$ cat config.mk
export PLATFORM = sky130hd
export DESIGN_NAME = gc_clk_lock_monitor
export DESIGN_NICKNAME = d
export VERILOG_FILES = /design/src/rtl/gc_clk_mon_pkg.sv /design/src/rtl/gc_sync_edge.sv /design/src/rtl/gc_clk_lock_monitor.sv
export SDC_FILE = /design/constraint.sdc
export NUM_CORES = 1
export LEC_CHECK = 0
export ABC_AREA = 0
export BUFFER_PORTS_ARGS = -buffer_cell sky130_fd_sc_hd__buf_2
export CAP_MARGIN = 20
export CORE_ASPECT_RATIO = 1.1
export CORE_MARGIN = 1.5
export CORE_UTILIZATION = 35
export CTS_CLUSTER_DIAMETER = 80
export DETAILED_ROUTE_END_ITERATION = 8
export MAX_ROUTING_LAYER = met4
export SETUP_SLACK_MARGIN = 0.15
export SYNTH_ARGS = -nofsm -noshare
export SYNTH_HDL_FRONTEND = slang
export SYNTH_SLANG_ARGS = --single-unit
$ cat constraint.sdc
create_clock -name FAB_CLK -period 3.9 [get_ports FAB_CLK]
set_input_delay 0.39 -clock FAB_CLK [delete_from_list [all_inputs] [get_ports FAB_CLK]]
set_output_delay 0.39 -clock FAB_CLK [all_outputs]
set_load 0.03 [all_outputs]
$ cat src/rtl/gc_clk_mon_pkg.sv
// rtl/gc_clk_mon_pkg.sv - shared state type, default parameters and width helper for the clock lock monitor
package gc_clk_mon_pkg;

    typedef enum logic [1:0] {
        IDLE   = 2'd0,
        SYNC   = 2'd1,
        TRACK  = 2'd2,
        LOCKED = 2'd3
    } mon_state_t;

    localparam int DEF_EXP_COUNT = 3052;
    localparam int DEF_TOL       = 16;
    localparam int DEF_CNT_W     = 16;
    localparam int DEF_LOCK_GOOD = 4;
    localparam int DEF_LOSS_BAD  = 2;
    localparam int DEF_RST_HOLD  = 16;

    // Bits needed to hold 0..limit; never narrower than one bit.
    function automatic int rst_hold_w(input int limit);
        int w;
        w = $clog2(limit + 1);
        return (w < 1) ? 1 : w;
    endfunction

endpackage

$ cat src/rtl/gc_sync_edge.sv
// rtl/gc_sync_edge.sv - two-flop synchronizer with registered rising-edge pulse
module gc_sync_edge (
    input  logic clk,
    input  logic rst,
    input  logic async_in,
    output logic rise_pulse
);

    logic meta;
    logic sync;
    logic prev;

    always_ff @(posedge clk) begin
        if (rst) begin
            meta       <= 1'b0;
            sync       <= 1'b0;
            prev       <= 1'b0;
            rise_pulse <= 1'b0;
        end else begin
            meta       <= async_in;
            sync       <= meta;
            prev       <= sync;
            rise_pulse <= sync & ~prev;
        end
    end

endmodule

$ cat src/rtl/gc_clk_lock_monitor.sv
// rtl/gc_clk_lock_monitor.sv - reference-period lock qualifier; GC_LOCK_MON_PERIOD_OUT_EN enables PERIOD_COUNT/PERIOD_VALID
module gc_clk_lock_monitor
    import gc_clk_mon_pkg::*;
#(
    parameter int EXP_COUNT = DEF_EXP_COUNT,
    parameter int TOL       = DEF_TOL,
    parameter int CNT_W     = DEF_CNT_W,
    parameter int LOCK_GOOD = DEF_LOCK_GOOD,
    parameter int LOSS_BAD  = DEF_LOSS_BAD,
    parameter int RST_HOLD  = DEF_RST_HOLD
) (
    input  logic             FAB_CLK,
    input  logic             RESET,
    input  logic             REF_CLK_IN,
    input  logic             ENABLE,
    input  logic             FAULT_CLR,
    output logic             FAB_LOCK,
    output logic             RESET_OUT,
    output logic             FAULT,
    output logic [CNT_W-1:0] PERIOD_COUNT,
    output logic             PERIOD_VALID
);

    localparam int GOOD_W = rst_hold_w(LOCK_GOOD);
    localparam int BAD_W  = rst_hold_w(LOSS_BAD);
    localparam int HOLD_W = rst_hold_w(RST_HOLD);

    localparam logic [CNT_W-1:0]  CNT_ONE   = CNT_W'(1);
    localparam logic [CNT_W-1:0]  CNT_MAX   = '1;
    localparam logic [CNT_W-1:0]  CNT_LAST  = CNT_MAX - CNT_ONE;
    localparam logic [CNT_W:0]    EXP_X     = (CNT_W + 1)'(EXP_COUNT);
    localparam logic [CNT_W:0]    TOL_X     = (CNT_W + 1)'(TOL);
    localparam logic [GOOD_W-1:0] GOOD_LAST = GOOD_W'(LOCK_GOOD - 1);
    localparam logic [BAD_W-1:0]  BAD_LAST  = BAD_W'(LOSS_BAD - 1);
    localparam logic [HOLD_W-1:0] HOLD_LAST = HOLD_W'(RST_HOLD - 1);

    mon_state_t        state;
    logic              ref_evt;
    logic              timeout;
    logic              win_end;
    logic              tracking;
    logic [CNT_W-1:0]  cnt;
    logic [CNT_W-1:0]  meas;
    logic [CNT_W:0]    meas_x;
    logic [CNT_W:0]    dev;
    logic              meas_good;
    logic              win_valid_q;
    logic              win_good_q;
    logic [GOOD_W-1:0] good_cnt;
    logic [BAD_W-1:0]  bad_cnt;
    logic [HOLD_W-1:0] hold_cnt;
    logic              lock_q;
    logic              rst_out_q;
    logic              fault_q;

    gc_sync_edge u_sync_edge (
        .clk        (FAB_CLK),
        .rst        (RESET),
        .async_in   (REF_CLK_IN),
        .rise_pulse (ref_evt)
    );

    // Deviation is taken one bit wider than the counter so it never wraps.
    always_comb begin
        timeout   = !ref_evt && (cnt == CNT_LAST);
        win_end   = ref_evt || timeout;
        tracking  = (state == TRACK) || (state == LOCKED);
        meas      = timeout ? CNT_MAX : cnt + CNT_ONE;
        meas_x    = {1'b0, meas};
        dev       = (meas_x >= EXP_X) ? meas_x - EXP_X : EXP_X - meas_x;
        meas_good = !timeout && (dev <= TOL_X);
    end

    always_ff @(posedge FAB_CLK) begin
        if (RESET || state == IDLE) begin
            cnt         <= '0;
            win_valid_q <= 1'b0;
            win_good_q  <= 1'b0;
        end else begin
            cnt         <= win_end ? '0 : cnt + CNT_ONE;
            win_valid_q <= win_end && tracking;
            win_good_q  <= meas_good;
        end
    end

    always_ff @(posedge FAB_CLK) begin
        if (RESET) begin
            state     <= IDLE;
            good_cnt  <= '0;
            bad_cnt   <= '0;
            hold_cnt  <= '0;
            lock_q    <= 1'b0;
            rst_out_q <= 1'b1;
            fault_q   <= 1'b0;
        end else begin
            // The loss branch below assigns later, so a coincident set beats this clear.
            if (FAULT_CLR)
                fault_q <= 1'b0;
            if (!ENABLE) begin
                state     <= IDLE;
                good_cnt  <= '0;
                bad_cnt   <= '0;
                hold_cnt  <= '0;
                lock_q    <= 1'b0;
                rst_out_q <= 1'b1;
            end else begin
                case (state)
                    IDLE: state <= SYNC;
                    SYNC: if (win_end) state <= TRACK;
                    TRACK: begin
                        if (win_valid_q) begin
                            if (!win_good_q) begin
                                good_cnt <= '0;
                            end else if (good_cnt == GOOD_LAST) begin
                                state    <= LOCKED;
                                good_cnt <= '0;
                                bad_cnt  <= '0;
                                hold_cnt <= '0;
                                lock_q   <= 1'b1;
                            end else begin
                                good_cnt <= good_cnt + GOOD_W'(1);
                            end
                        end
                    end
                    LOCKED: begin
                        if (hold_cnt == HOLD_LAST)
                            rst_out_q <= 1'b0;
                        else
                            hold_cnt <= hold_cnt + HOLD_W'(1);
                        if (win_valid_q) begin
                            if (win_good_q) begin
                                bad_cnt <= '0;
                            end else if (bad_cnt == BAD_LAST) begin
                                state     <= TRACK;
                                good_cnt  <= '0;
                                bad_cnt   <= '0;
                                hold_cnt  <= '0;
                                lock_q    <= 1'b0;
                                rst_out_q <= 1'b1;
                                fault_q   <= 1'b1;
                            end else begin
                                bad_cnt <= bad_cnt + BAD_W'(1);
                            end
                        end
                    end
                    default: state <= IDLE;
                endcase
            end
        end
    end

    assign FAB_LOCK  = lock_q;
    assign RESET_OUT = rst_out_q;
    assign FAULT     = fault_q;

`ifdef GC_LOCK_MON_PERIOD_OUT_EN
    logic [CNT_W-1:0] period_q;

    always_ff @(posedge FAB_CLK) begin
        if (RESET)
            period_q <= '0;
        else if (state != IDLE && win_end && tracking)
            period_q <= meas;
    end

    assign PERIOD_COUNT = period_q;
    assign PERIOD_VALID = win_valid_q;
`else
    assign PERIOD_COUNT = '0;
    assign PERIOD_VALID = 1'b0;
`endif

endmodule
==> Word-level counts from Yosys, hierarchy flattened <==
Index checks and enable logic that the tools add are counted.
{ "totals": {"regBits": 37, "in_bits": 5, "out_inout_bits": 20, "elab_cells": 105} }
{ "op_classes": {"addsub": 6, "magnitude_cmp": 2, "eq_ne": 14, "muxes": 49, "bitwise_logic": 3, "n_reduce_logical": 17} }
{ "op_table": {"columns": ["cell", "count"], "rows": [
  ["$mux 5", 7],
  ["$mux 2", 13],
  ["$mux 3", 6],
  ["$le 17x5->1 const B", 1],
  ["$mux 17", 1],
  ["$sub 12x16->17 const A", 1],
  ["$sub 16x12->17 const B", 1],
  ["$add 16x1->16 const B", 1],
  ["$eq 16x16->1 const B", 1],
  ["$ge 16x12->1 const B", 1],
  ["$mux 1", 16],
  ["$mux 16", 1],
  ["$reduce_and 7->1", 2],
  ["$ne 2x2->1 const B", 5],
  ["$pmux 5 s2", 1],
  ["$reduce_and 5->1", 2],
  ["$pmux 2 s4", 1],
  ["$pmux 3 s2", 1],
  ["$add 5x1->5 const B", 1],
  ["$eq 5x4->1 const B", 1],
  ["$eq 2x1->1 const B", 2],
  ["$eq 2x2->1 const B", 2],
  ["$ne 2x1->1 const B", 2],
  ["$pmux 2 s2", 1],
  ["other kinds (13)", 20]
]} }

==> Depth between registers and ports, before layout <==
Gate-level depths: netlist of the first run.
{ "depth": {"depth_word": 7, "ltp_mapped": 15, "ltp_nobuf": 13} }

==> Cells and area by module <==
From an unflattened synthesis of the first run, not the netlist that was laid out.
{ "unflattened": {"hier_cells": 331, "hier_area_um2": 2621.3} }
{ "by_module_without_submodules": {"columns": ["mod", "n_inst", "cells_each", "area_each_um2", "seq_area_each_um2"], "rows": [
  ["gc_clk_lock_monitor", 1, 323, 2509.9, 660.6],
  ["gc_sync_edge", 1, 8, 111.4, 80.1]
]} }

==> Least setup slack after synthesis of the first run <==
OpenSTA, ideal clock, no wires.
{ "synth_path": {"kind": "register to register", "from": "register cnt[2]", "to": "register win_good_q", "setup_ps": 103, "arrival_ps": 3033, "required_ps": 3797, "path_slack_ps": 764, "stages_incl_launch_ff": 16, "n_path_buf": 3, "period_less_slack_ps": 3136, "path_cell_list": "dfxtp_1 buf_4 nand4_1 clkbuf_1 nor3_1 nand3_1 clkbuf_1 nand2_1 ha_1 nand3_1 a211oi_1 nand2_1 a211o_1 o21ai_0 a41oi_1 a2111oi_2"} }
{ "synth_between": {"elab_chain_len": 7} }
{ "synth_rtl": {"columns": ["element", "line", "rtl"], "rows": [
  ["from (decl)", "gc_clk_lock_monitor.sv:42", "logic [CNT_W-1:0] cnt;"],
  ["from (signal assigned)", "gc_clk_lock_monitor.sv:80", "cnt <= win_end ? '0 : cnt + CNT_ONE;"],
  ["branches (longest 6 deep; another with $sub 12x16->17)", null, null],
  ["$logic_and 1x1->1 *", "gc_clk_lock_monitor.sv:71", "meas_good = !timeout && (dev <= TOL_X);"],
  ["to (signal assigned)", "gc_clk_lock_monitor.sv:82", "win_good_q <= meas_good;"],
  ["to (decl)", "gc_clk_lock_monitor.sv:48", "logic win_good_q;"]
]} }
Every way passes the cells marked *.
A chain may end at the register's enable or synchronous reset.

==> Worst setup path in the final report of the first run <==
{ "layout_path": {"from": "register cnt[0]", "to": "register win_good_q"} }
The elaborated chain is that of the path after synthesis.

==> flow_metrics.py, run 1 <==
metrics = {
    "cells_and_area": {
        "layout_commonest_cell": "nor2_1",
        "drive_above_1_share_pct": 9.97,
        "fillers": 814,
        "area_growth_pct": 5.76,
        "final_area_um2": 2850,
        "layout_common_cells": "nor2_1, dfxtp_1, a21oi_1",
        "final_nets": 361,
        "insertedDiodeCount": 0,
        "multi_input_area_um2": 1770,
        "regArea_um2": 741,
    },
    "cts": {
        "post-cts-setup-buffers": 0,
        "hold_buffers": 0,
        "cts.sinks": 37,
        "clk_latency_ns": 0.30,
        "cts_made_buffers": 5,
        "cts_max_level": 2,
        "post_cts_resized": 0,
        "cts_tree": "yes",
        "clk_pin_slew_worst_paths_ns": 0.09,
        "cts_root_buf": "clkbuf_8",
        "clock_path_buffers": 2,
    },
    "global_route": {
        "grt_pass1_wl_um": 11100,
        "grt_max_degree": 16,
        "grt_pass1_vias": 2365,
        "grtUsageTotal_pct": 17.6,
        "antenna_found_initial": 0,
        "grt-ovfl-total": 0,
    },
    "synthesis": {
        "async_flop_share_pct": 0,
        "ys_ff_latch": 37,
        "synth_edf_count": 0,
        "avgSynthCellArea_um2": 7.73,
        "synthFlopType": "dfxtp_1",
        "synth_cells": 348,
        "syn-cell-area_um2": 2690,
        "synth_warnings": 0,
        "seq_area_frac_synth_pct": 27.5,
        "synth_cell_types": 62,
    },
    "floorplanning": {
        "die_x_um": 86.6,
        "num_rows": 33,
        "start_util_pct": 36.0,
        "dieArea_um2": 8230,
        "core-area_um2": 7470,
        "fp.dieH_um": 95.0,
        "ios": 25,
    },
    "drt": {
        "firstDrtPassIters": 4,
        "wire_per_inst_um": 14.6,
        "vias": 2528,
        "route.detailed.drc": 0,
        "wl_um": 6670,
        "drtIter0Drc": 193,
        "drtAntennaViolNets": 0,
        "via_per_inst": 5.54,
    },
    "placement": {
        "place_congestion": 0.968,
        "placed_area_um2": 2760,
        "hpwl_um": 4960,
        "numPortBuffers": 7,
    },
    "timing": {
        "whs_ns": 0.303,
        "worst_pin_slew_ns": 0.657,
        "relSlewSlack_pct": 55.8,
        "hold_viol": 0,
        "setup_tns_ns": 0,
        "setup_violations": 0,
        "rsz0062_at_grt": "false",
        "period_share_pct": 86.9,
        "min_period_ns": 3.39,
        "finalMaxSlewViolations": 0,
        "finalClockSkew_ns": 0.0147,
        "max_freq_mhz": 295,
    },
    "critical_path": {
        "worstSetupStartpointType": "flop",
        "reg2reg_setup_slack_ns": 0.51,
        "worstPathArrival_ns": 3.60,
        "required_ns": 4.11,
        "endpoint_kind": "flop",
        "crit_type": "reg2reg",
        "worstPathMaxFanout": 11,
    },
    "power": {
        "leakage_nw": 0.997,
        "power_density_nw_per_um2": 247,
        "ir_drop_mv": 0.152,
    },
    "outcome": {
        "status": "finished clean",
    },
    "run": {
        "maxCapViolCount": 0,
    },
    "hold_path": {
        "hp-class": "in2reg",
    },
}
## worst paths after layout
check | start | to | cells past startpoint
max | cnt[0] | win_good_q | 12
max reg2reg | cnt[0] | win_good_q | 12
min reg2reg | u_sync_edge.prev | u_sync_edge.rise_pulse | 1
min | REF_CLK_IN | u_sync_edge.meta | 2
## power by group
group	internal (mW)	leakage, nW	switching [mW]
Combinational	0.00502	0.653	0.0309
Sequential	0.380	0.299	0.00360
Clock	0.127	0.0445	0.156
## cells by family (layout without fill, tap and decap cells)
logic type | after synthesis | after routing | synth area share [%]
fa+ha+maj | 6 | 6 | 2.79
xor+xnor | 23 | 23 | 7.76
compound gates | 79 | 79 | 19.0
flops | 37 | 37 | 27.5
buf+inv | 41 | 28 | 8.79
mux | 4 | 4 | 1.67
other cells | 1 | 17 | 0.139
simple gates | 157 | 157 | 32.3
## metrics by stage
step | util, % | total power, mW | std cells | setup slack (ns)
finish | 38.1 | 0.703 | 456 | 0.511
floorplan | - | 0.436 | 364 | 0.764
CTS | 38.1 | 0.712 | 456 | 0.559
global placement | 36.9 | 0.428 | 448 | 0.612
global route | 38.1 | 0.736 | 456 | 0.158
detailed placement | 36.9 | 0.429 | 448 | 0.579
## critical path, cell delays in order, from the launching register on
cell	delay (ns)
dfxtp_1	0.52
ha_1	0.41
buf_4	0.24
xnor2_1	0.21
nand2_1	0.14
ha_1	0.25
nand2b_1	0.25
nand2b_1	0.21
mux2_4	0.27
o22a_1	0.22
nor4_2	0.25
a41oi_1	0.09
a2111oi_2	0.23
## cell usage after synthesis (7+ instances only)
library cell	instances	share of area, %
nor2b_1	9	2.1
dfxtp_1	37	28
nand2b_1	9	2.1
nand2_1	23	3.2
nand4_1	8	1.9
buf_4	21	5.9
nor3_1	7	1.3
nand3_1	20	3.7
clkbuf_1	9	1.3
xnor2_1	14	4.6
a21oi_1	28	5.2
and3_1	7	1.6
o21ai_0	13	2.4
nor2_1	40	5.6
xor2_1	8	2.6
## layout make-up
cell class | count | share of cell area, %
inverters | 6 | 0.791
flip-flops and latches | 37 | 26.0
repair buffers | 14 | 3.08
clock buffers | 5 | 2.42
clock inverters | 3 | 0.747
well taps | 105 | 4.62
multi-input cells | 286 | 62.3
## registers in the layout, summed over array words and instances, names as in the netlist
name and cells:
u_sync_edge.meta 1, hold_cnt 5, state 2, win_good_q 1
u_sync_edge.rise_pulse 1, FAULT 1, FAB_LOCK 1, bad_cnt 2
good_cnt 3, RESET_OUT 1, win_valid_q 1, u_sync_edge.prev 1
cnt 16, u_sync_edge.sync 1
## per-layer routing
layer / part of all wire, % / routed length (um) / vias to the layer above / global-route usage, %
li1: - / - / 1238 / -
met1: 44 / 2960 / 1181 / 21.0
met2: 48 / 3190 / 93 / 28.9
met3: 5.3 / 355 / 16 / 2.88
met4: 2.3 / 154 / 0 / 8.20
met5: 0 / 0 / - / -
No activity file was read; power rests on OpenSTA's default activity.
==> run 2: changes to the inputs <==
- CORE_UTILIZATION: 35 -> 30
==> run 2 against run 1 <==
  * Sequential share of layout area down 0.37 points
  * Cell area up 1.5%
  * Combinational power about the same
  * Sequential power about the same
  * Wire length up 0.93%
  * Largest cell class unchanged
==> flow_metrics.py, run 2 (same netlist as run 1, synthesis figures left out) <==
metrics = {
    "timing": {
        "finalMaxSlewViolations": 0,
        "rsz0062_at_grt": "false",
        "min_period_ns": 3.41,
        "finalClockSkew_ns": 0.0128,
        "relSlewSlack_pct": 58.1,
        "period_share_pct": 87.4,
        "setup_ws_ns": 0.490,
        "max_freq_mhz": 293,
        "worst_pin_slew_ns": 0.622,
        "hold_viol": 0,
        "setup_tns_ns": 0,
        "setup_violations": 0,
    },
    "cts": {
        "cts_root_buf": "clkbuf_8",
        "cts_tree": "yes",
        "cts.sinks": 37,
        "clk_pin_slew_worst_paths_ns": 0.09,
        "cts_max_level": 2,
        "post-cts-setup-buffers": 0,
        "clk_latency_ns": 0.30,
        "cts_made_buffers": 5,
        "clock_path_buffers": 2,
    },
    "cells_and_area": {
        "regMostFlops": "cnt",
        "multi_input_area_um2": 1790,
        "regArea_um2": 741,
        "final_nets": 360,
        "largest_register_ffs": 16,
        "reg_top3": "cnt x16, hold_cnt x5, good_cnt x3",
        "drive_above_1_share_pct": 10.6,
        "area_growth_pct": 7.30,
        "layout_commonest_cell": "nor2_1",
        "layout_common_cells": "nor2_1, dfxtp_1, a21oi_1",
        "insertedDiodeCount": 0,
        "fillers": 950,
    },
    "critical_path": {
        "endpoint_kind": "flop",
        "crit_type": "reg2reg",
        "crit_slowest_cell": "dfxtp_1",
        "worstSetupStartpointType": "flop",
        "path_cells": "nand4_2 > nor3_2 > nand3_1 > nand2_1 > ha_1 > nand3_1 > a211oi_2 > nand2_1 > a211o_1 > o21ai_0 > a41oi_1 > a2111oi_2",
        "worstPathArrival_ns": 3.62,
        "slowest_delay_ns": 0.58,
        "required_ns": 4.11,
        "worstPathMaxFanout": 10,
    },
    "global_route": {
        "antenna_found_initial": 0,
        "grtUsageTotal_pct": 15.4,
        "grt_pass1_vias": 2313,
        "grt_pass1_wl_um": 11300,
        "grt_max_degree": 16,
        "grt-ovfl-total": 0,
    },
    "floorplanning": {
        "dieArea_um2": 9550,
        "fp.dieH_um": 102,
        "die_x_um": 93.3,
        "core-area_um2": 8780,
        "num_rows": 36,
        "start_util_pct": 30.6,
        "ios": 25,
    },
    "drt": {
        "via_per_inst": 5.45,
        "vias": 2529,
        "wire_per_inst_um": 14.5,
        "firstDrtPassIters": 5,
        "wl_um": 6730,
        "drtIter0Drc": 220,
        "drtAntennaViolNets": 0,
        "route.detailed.drc": 0,
    },
    "placement": {
        "numPortBuffers": 7,
        "place_congestion": 0.923,
        "place_ws_ns": 0.284,
        "hpwl_um": 5010,
    },
    "run": {
        "maxCapViolCount": 0,
    },
    "power": {
        "leakage_nw": 1.00,
        "power_density_nw_per_um2": 268,
        "ir_drop_mv": 0.142,
    },
    "outcome": {
        "status": "finished clean",
    },
    "hold_path": {
        "hp-class": "in2reg",
    },
}
## run 2: cell count changes in the layout (fill, tap and decap cells not counted), sizes merged
cell    previous run  this run
buf               14        13
bufinv             0         1
inv                7         6
## run 2: what timing repair did
action                                  CTS  global route
hold buffers                              0             0
endpoints found under the setup margin    0             1
gates resized for setup                   0             3
endpoints found under the hold margin     0             0
## run 2: layout make-up
cell class                      count  area share, %
Inverter                            6          0.780
Timing Repair Buffer               13           2.77
Clock buffer                        5           2.38
Clock inverter                      3           1.60
Multi-Input combinational cell    286           61.9
Sequential cell                    37           25.6
Tap cell                          114           4.94
## run 2: path summary, 6_finish.rpt
check / start / to / slack (ns) / cells past startpoint
setup / recovery: cnt[6] / win_good_q / 0.49 / 12
hold / removal: REF_CLK_IN / u_sync_edge.meta / 0.30 / 2
setup reg to reg: cnt[6] / win_good_q / 0.49 / 12
hold reg to reg: u_sync_edge.prev / u_sync_edge.rise_pulse / 0.39 / 1
## run 2: metal layers
metal | routed length [um] | part of all wire, % | track usage (%) | vias up
met5 | 0 | 0 | - | -
met1 | 3020 | 45 | 18.4 | 1209
met4 | 165 | 2.5 | 5.24 | 0
met3 | 344 | 5.1 | 2.98 | 16
met2 | 3200 | 48 | 25.8 | 75
li1 | - | - | - | 1229
## run 2: metrics by stage
step	cells	total power [mW]	cell area, um2	util (%)	hold slack [ns]
6_report	464	0.773	2890	32.9	0.303
3_3_place_gp	456	0.428	2760	31.4	0.371
5_1_grt	464	0.801	2890	32.9	0.352
2_1_floorplan	364	0.436	2750	-	0.367
4_1_cts	464	0.779	2880	32.7	0.298
3_5_place_dp	456	0.428	2760	31.4	0.378
## run 2: report_power, final
| part | switching (mW) | internal [mW] | total (mW) | leakage (nW) |
|---|---|---|---|---|
| logic | 0.0310 | 0.00503 | 0.0361 | 0.647 |
| registers | 0.00357 | 0.380 | 0.384 | 0.299 |
| clock network | 0.161 | 0.192 | 0.353 | 0.0543 |
| total | 0.196 | 0.577 | 0.773 | 1.00 |
## run 2: critical path: cells and delay by family (launching register included)
kind	cells	cell delay [ns]
adder cells (fa/ha/maj)	1	0.21
AO/OA/AOI/OAI	5	1.22
flip-flops	1	0.58
AND/OR/NAND/NOR	6	1.30
